<file path="src/rtl/ibex_ex_imd_arb.sv">
// Arbiter for the two intermediate-value registers shared by the multdiv,
// pext and alu units. It grants one requester and drops writes from the others.
module ibex_ex_imd_arb #(
    parameter int unsigned Width       = 34,
    parameter bit          ClearOnKill = 1'b0
) (
    input  logic               clk_i,
    input  logic               rst_ni,
    input  logic [2:0]         req_i,
    input  logic [2:0]         done_i,
    input  logic [5:0]         imd_we_i,
    input  logic [6*Width-1:0] imd_d_i,
    input  logic               kill_i,
    output logic [Width-1:0]   imd_q0_o,
    output logic [Width-1:0]   imd_q1_o,
    output logic [2:0]         gnt_o,
    output logic [2:0]         stall_o,
    output logic               busy_o,
    output logic               wr_err_o
);

    typedef enum logic {IDLE, BUSY} state_e;

    state_e           state_q, state_d;
    logic [1:0]       owner_q, owner_d;
    logic [Width-1:0] imd0_q, imd0_d;
    logic [Width-1:0] imd1_q, imd1_d;

    logic [2:0]       gnt;
    logic [1:0]       gidx;
    logic [1:0]       sel_we;
    logic [Width-1:0] sel_d0, sel_d1;
    logic [2:0]       we_any;

    always_comb begin
        gnt  = '0;
        gidx = '0;
        if (state_q == BUSY) begin
            gidx = owner_q;
            gnt  = 3'b001 << owner_q;
        end else begin
            priority case (1'b1)
                req_i[0]: begin gnt = 3'b001; gidx = 2'd0; end
                req_i[1]: begin gnt = 3'b010; gidx = 2'd1; end
                req_i[2]: begin gnt = 3'b100; gidx = 2'd2; end
                default: ;
            endcase
        end
    end

    always_comb begin
        sel_we = '0;
        sel_d0 = '0;
        sel_d1 = '0;
        case (gidx)
            2'd0: begin
                sel_we = imd_we_i[1:0];
                sel_d0 = imd_d_i[0*Width +: Width];
                sel_d1 = imd_d_i[1*Width +: Width];
            end
            2'd1: begin
                sel_we = imd_we_i[3:2];
                sel_d0 = imd_d_i[2*Width +: Width];
                sel_d1 = imd_d_i[3*Width +: Width];
            end
            2'd2: begin
                sel_we = imd_we_i[5:4];
                sel_d0 = imd_d_i[4*Width +: Width];
                sel_d1 = imd_d_i[5*Width +: Width];
            end
            default: ;
        endcase
    end

    assign we_any = {|imd_we_i[5:4], |imd_we_i[3:2], |imd_we_i[1:0]};

    // Release is decided here; a new grant is only formed from IDLE next cycle.
    always_comb begin
        state_d = state_q;
        owner_d = owner_q;
        imd0_d  = imd0_q;
        imd1_d  = imd1_q;
        if (kill_i) begin
            state_d = IDLE;
            if (ClearOnKill) begin
                imd0_d = '0;
                imd1_d = '0;
            end
        end else begin
            if (|gnt) begin
                if (sel_we[0]) imd0_d = sel_d0;
                if (sel_we[1]) imd1_d = sel_d1;
            end
            unique case (state_q)
                IDLE: begin
                    if (|gnt && !done_i[gidx]) begin
                        state_d = BUSY;
                        owner_d = gidx;
                    end
                end
                BUSY: begin
                    if (done_i[owner_q] || !req_i[owner_q]) begin
                        state_d = IDLE;
                    end
                end
                default: state_d = IDLE;
            endcase
        end
    end

    always_ff @(posedge clk_i or negedge rst_ni) begin
        if (!rst_ni) begin
            state_q <= IDLE;
            owner_q <= '0;
            imd0_q  <= '0;
            imd1_q  <= '0;
        end else begin
            state_q <= state_d;
            owner_q <= owner_d;
            imd0_q  <= imd0_d;
            imd1_q  <= imd1_d;
        end
    end

    assign gnt_o    = gnt;
    assign stall_o  = req_i & ~gnt;
    assign busy_o   = (state_q == BUSY);
    assign wr_err_o = |(we_any & ~gnt);
    assign imd_q0_o = imd0_q;
    assign imd_q1_o = imd1_q;

endmodule
</file>
<file path="config.mk">
export PLATFORM = sky130hd
export DESIGN_NAME = ibex_ex_imd_arb
export DESIGN_NICKNAME = d
export VERILOG_FILES = /design/src/rtl/ibex_ex_imd_arb.sv
export SDC_FILE = /design/constraint.sdc
export NUM_CORES = 1
export LEC_CHECK = 0
export ABC_AREA = 1
export CORE_AREA = 2 2 114 116
export CTS_CLUSTER_DIAMETER = 30
export DETAILED_ROUTE_END_ITERATION = 7
export DIE_AREA = 0 0 116 118
export GPL_ROUTABILITY_DRIVEN = 1
export GPL_TIMING_DRIVEN = 0
export PLACE_DENSITY = 0.83
export SETUP_SLACK_MARGIN = 0.3
export SYNTH_ARGS = -nofsm -noshare
export SYNTH_HDL_FRONTEND = slang
export SYNTH_SLANG_ARGS = --single-unit
</file>
<file path="constraint.sdc">
create_clock -name clk_i -period 2.33 [get_ports clk_i]
set_clock_uncertainty 0.2 [all_clocks]
set_input_delay 0.3495 -clock clk_i [delete_from_list [all_inputs] [get_ports clk_i]]
set_output_delay 0.3495 -clock clk_i [all_outputs]
set_load 0.02 [all_outputs]
</file>
# After elaboration in Yosys (flattened, before gate mapping)
# Index checks and enable logic that the tools add are counted.
[totals]
reg_bits = 71
in_bits = 219
output_inout_bits = 76
word_cells = 48
[op_classes]
magnitude_cmp = 2
n_eq_ne = 2
shift = 1
n_mux = 21
bitwise = 5
reduce_logical = 13
[op_table]
columns = ["op", "n"]
rows = [
  ["34-bit one-hot mux with 3 select lines", 2],
  ["3-bit 2-to-1 mux", 4],
  ["3-bit AND reduction", 3],
  ["2-bit 2-to-1 mux", 4],
  ["3-bit bitwise AND", 2],
  ["1-bit binary-select mux with 2-bit select", 3],
  ["2-bit by 3-bit < comparator with 1-bit output, second input constant", 2],
  ["1-bit 2-to-1 mux", 6],
  ["2-bit one-hot mux with 3 select lines", 1],
  ["2-bit OR reduction", 3],
  ["3-bit OR reduction", 2],
  ["3-bit inverter", 1],
  ["1-bit by 2-bit << shifter with 3-bit output, first input constant", 1],
  ["2-bit by 1-bit equality test with 1-bit output, second input constant", 1],
  ["2-bit equality test, second input constant", 1],
  ["1-bit zero test", 2],
  ["2-bit zero test", 1],
  ["1-bit inverter", 2],
  ["1-bit one-hot mux with 2 select lines", 1],
  ["1-bit logical AND", 1],
  ["1-bit logical OR", 1],
]

# Depth between registers and ports, before layout
[logic_depth]
depth_word = 11
depth_mapped = 12
ltp_nobuf = 11

# Least setup slack after synthesis
# Ideal clock, no wire load.
[synth_timing]
path_type = "register -> output"
startpoint = "register state_q, in the netlist busy_o"
endpoint = "output wr_err_o"
t_arrival_ps = 1470
required_ps = 1781
slack_ps = 310
path_stages_with_launch = 9
n_path_buf = 2
cell_sequence = "dfrtp_1 -> buf_6 -> nor2_4 -> nand2_2 -> nand2_2 -> buf_2 -> inv_1 -> o21ai_0 -> o211ai_1"
[synth_via]
elab_chain_cells = 4
[synth_rtl]
columns = ["item", "line", "source"]
rows = [
  ["from (decl)", "24", "state_e state_q, state_d;"],
  ["from (signal assigned)", "118", "state_q <= state_d;"],
  ["3-bit 2-to-1 mux", "38", "if (state_q == BUSY) begin"],
  ["via gnt_o[1]", "16", "output logic [2:0] gnt_o,"],
  ["3-bit inverter", "128", "assign wr_err_o = |(we_any & ~gnt);"],
  ["3-bit bitwise AND", "128", ""],
  ["3-bit OR reduction", "128", ""],
  ["to (decl)", "19", "output logic wr_err_o"],
]
# The timed path passes the listed nets, and every way through them passes these cells.

# Worst setup path in the final report
[layout_timing]
startpoint = "input req_i[2]"
endpoint = "output stall_o[2]"
[layout_via]
elab_chain_cells = 6
[layout_rtl]
columns = ["item", "line", "source"]
rows = [
  ["from (decl)", "9", "input logic [2:0] req_i,"],
  ["3-bit 2-to-1 mux (3 in series)", "42", "priority case (1'b1)"],
  ["3-bit 2-to-1 mux", "38", ""],
  ["3-bit inverter", "126", "assign stall_o = req_i & ~gnt;"],
  ["3-bit bitwise AND (*)", "126", ""],
  ["to (decl)", "17", "output logic [2:0] stall_o,"],
]
# Mark *: on every way between the ends. The rest lies on a longest branch, timed or not.

==> results.yml <==
cts:
  cts_num_sinks: 71
  cts_buffers: 9
  insertion_delay_ns: 0.33
  cts-root-buf: "clkbuf_16"
  h-tree-depth: 3
  cts_tree: "built"
  cts_buffer_depth: 2
  clkTransAtPathRegs_ns: 0.06
global_routing:
  met2_usage_pct: 50.11
  grt_usage_pct: 28.30
  antenna_found_initial: 0
  grt_use_met3_pct: 7.209
  globalRouteMet1Util_pct: 31.94
  grt_pass1_wl_um: 30010
  grt_pass1_vias: 5861
  grt_overflow_total: 0
  grt_max_degree: 69
  grt-busiest-layer: "met2"
sta:
  max_slew_margin_pct: 75.57
  hold_slack_ns: 0.1772
  worst_pin_slew_ns: 0.3665
  layout_setup_ws_ns: 0.06107
  period_share_pct: 97.38
  rsz0062_at_grt: "yes"
  finalHoldViolations: 0
  period_minus_slack_ns: 2.269
  drv_slew: 0
  setup_violations: 0
  max_freq_mhz: 440.7
floorplanning:
  coreArea_um2: 12410
  fp.dieArea_um2: 13690
  die_w_um: 116
  rows: 41
  ioPinCount: 295
  dieHeight_um: 118
  start_util_pct: 36.28
pwr:
  finalPower_mw: 8.939
  max-vdd-ir-drop_uv: 470.0
  p_per_area_nw_per_um2: 1020
  p_leak_nw: 4.165
setup_path:
  crit_fanout: 4
  critPathKind: "primary input to output port"
  cp-end-kind: "output port"
  critPathRequiredTime_ns: 1.78
  arrival_ns: 1.72
  worstSetupStartpointType: "primary input"
placement:
  io_buffers: 294
  place.gp.congestion: 0.8755
  dp_cells: 1137
  dp_slack_ns: -0.5028
  hpwl_um: 14520
final_layout:
  final_util_pct: 70.61
  areaGrowthSynthToFinish_pct: 94.61
  final_common_cell: "nand2_1"
  antenna_cells: 0
  fill_cells: 1047
  fin_cells: 1194
  final_cell_mix: "nand2_1 (290), clkdlybuf4s50_1 (284), nand3_1 (206)"
  nets: 1236
  layout-drive-gt1-share_pct: 13.80
outcome:
  status: "completed"
synthesis:
  synth-seq-cells: 71
  synth_cell_types: 23
  synthTopCellsByArea: "dfrtp_1 (39%), nand2_1 (25%), nand3_1 (23%)"
  yosysTopAreaCell: "dfrtp_1"
  syn-num-nets: 889
  yosys_warnings: 0
  syn-cell-area_um2: 4504
  netlist_instances: 670
  syn_avg_cell_area_um2: 6.723
  seq_area_frac_synth_pct: 39.44
  synth_top_area_share_pct: 39.44
drt:
  routed_via_density: 5.104
  num_vias: 6094
  drtPass1Iterations: 5
  drtIter0Drc: 412
  detail-route-antenna-nets: 0
  drc: 0
  wirelength_um: 21300
  wire_per_inst_um: 17.84
job:
  drv_cap: 0
worst_hold_path:
  hold_path.class: "primary input to asynchronous set/reset pin"
-- worst max-delay path: stages --
cell             delay (ns)
clkdlybuf4s50_1        0.45
inv_1                  0.14
nor2_1                 0.06
nand2_1                0.09
nand2_2                0.08
buf_6                  0.13
buf_8                  0.12
nor2_1                 0.12
buf_4                  0.17
-- power by group --
group | switching, mW | total [mW] | internal [mW]
registers | 0.335 | 2.12 | 1.79
clock network | 0.532 | 1.45 | 0.914
logic | 2.88 | 5.37 | 2.49
-- area by class of cell --
cell class / instances / area [um^2] / area share [%]
timing repair buffer: 330 / 3385 / 38.61
multi-input combinational: 540 / 2544 / 29.02
sequential: 71 / 1777 / 20.27
buffer: 49 / 447.9 / 5.110
clock buffer: 13 / 270.3 / 3.083
tap: 172 / 215.2 / 2.455
inverter: 15 / 81.33 / 0.9278
clock inverter: 3 / 40.04 / 0.4568
timing repair inverter: 1 / 6.256 / 0.07137
-- timing repair --
action / CTS / global route
resized for setup: 47 / 106
cloned: 0 / 13
setup endpoints to repair: 68 / 77
hold endpoints to repair: 71 / 0
setup buffers: 7 / 20
pin swaps: 3 / 16
hold buffers: 1 / 0
-- registers in the layout, summed over array words and instances (netlist names) --
| signal | count |
|---|---|
| imd_q0_o | 34 |
| imd_q1_o | 34 |
| busy_o | 1 |
| owner_q | 2 |
-- cell usage after synthesis --
cell type	count
inv_4	1
nor2_1	7
inv_1	12
inv_2	2
buf_4	6
a21oi_1	2
o21ai_0	4
buf_6	5
clkbuf_1	6
nand3_2	2
nand3_1	209
buf_2	32
o31ai_1	1
nand2_1	294
nand3_4	2
nor2_4	2
o22ai_1	1
o21bai_1	2
o211ai_1	1
dfrtp_1	71
nand2_4	3
nand2_2	4
nand4_1	1
-- cells by family (layout without fill, tap and decap cells) --
| kind of cell | Yosys count | in the layout | synth area share, % |
|---|---|---|---|
| AOI/OAI and AO/OA | 11 | 11 | 1.472 |
| buffers and inverters | 64 | 411 | 7.611 |
| DFF | 71 | 71 | 39.44 |
| and+or+nand+nor | 524 | 529 | 51.47 |
-- path summary, 6_finish.rpt --
kind | slack (ns) | depth (start not counted) | startpoint | end
hold / removal | 0.18 | 2 | rst_ni | imd_q1_o[15]
setup / recovery | 0.06 | 9 | req_i[2] | stall_o[2]
hold reg to reg | 0.27 | 2 | imd_q1_o[28] | imd_q1_o[28]
max in group asynchronous | 1.21 | 3 | rst_ni | imd_q0_o[6]
setup reg to reg | 0.21 | 11 | busy_o | imd_q0_o[20]
min in group clk_i | 0.27 | 2 | imd_q1_o[28] | imd_q1_o[28]
-- per-stage QoR --
stage	area, um^2	setup TNS, ns
after floorplan	4504	0
after global placement	7662	-138.60
after detailed placement	7687	-8.596
after CTS	8102	0
after global routing	8766	0
final	8766	0
-- routing by layer --
layer	vias up	share of wire, %	wire (um)
met5	-	0	0
met4	0	3.7	790
met3	63	8.7	1860
met2	325	49	10490
met1	2806	38	8156
li1	2900	-	-
No activity file was read; power rests on OpenSTA's default activity.
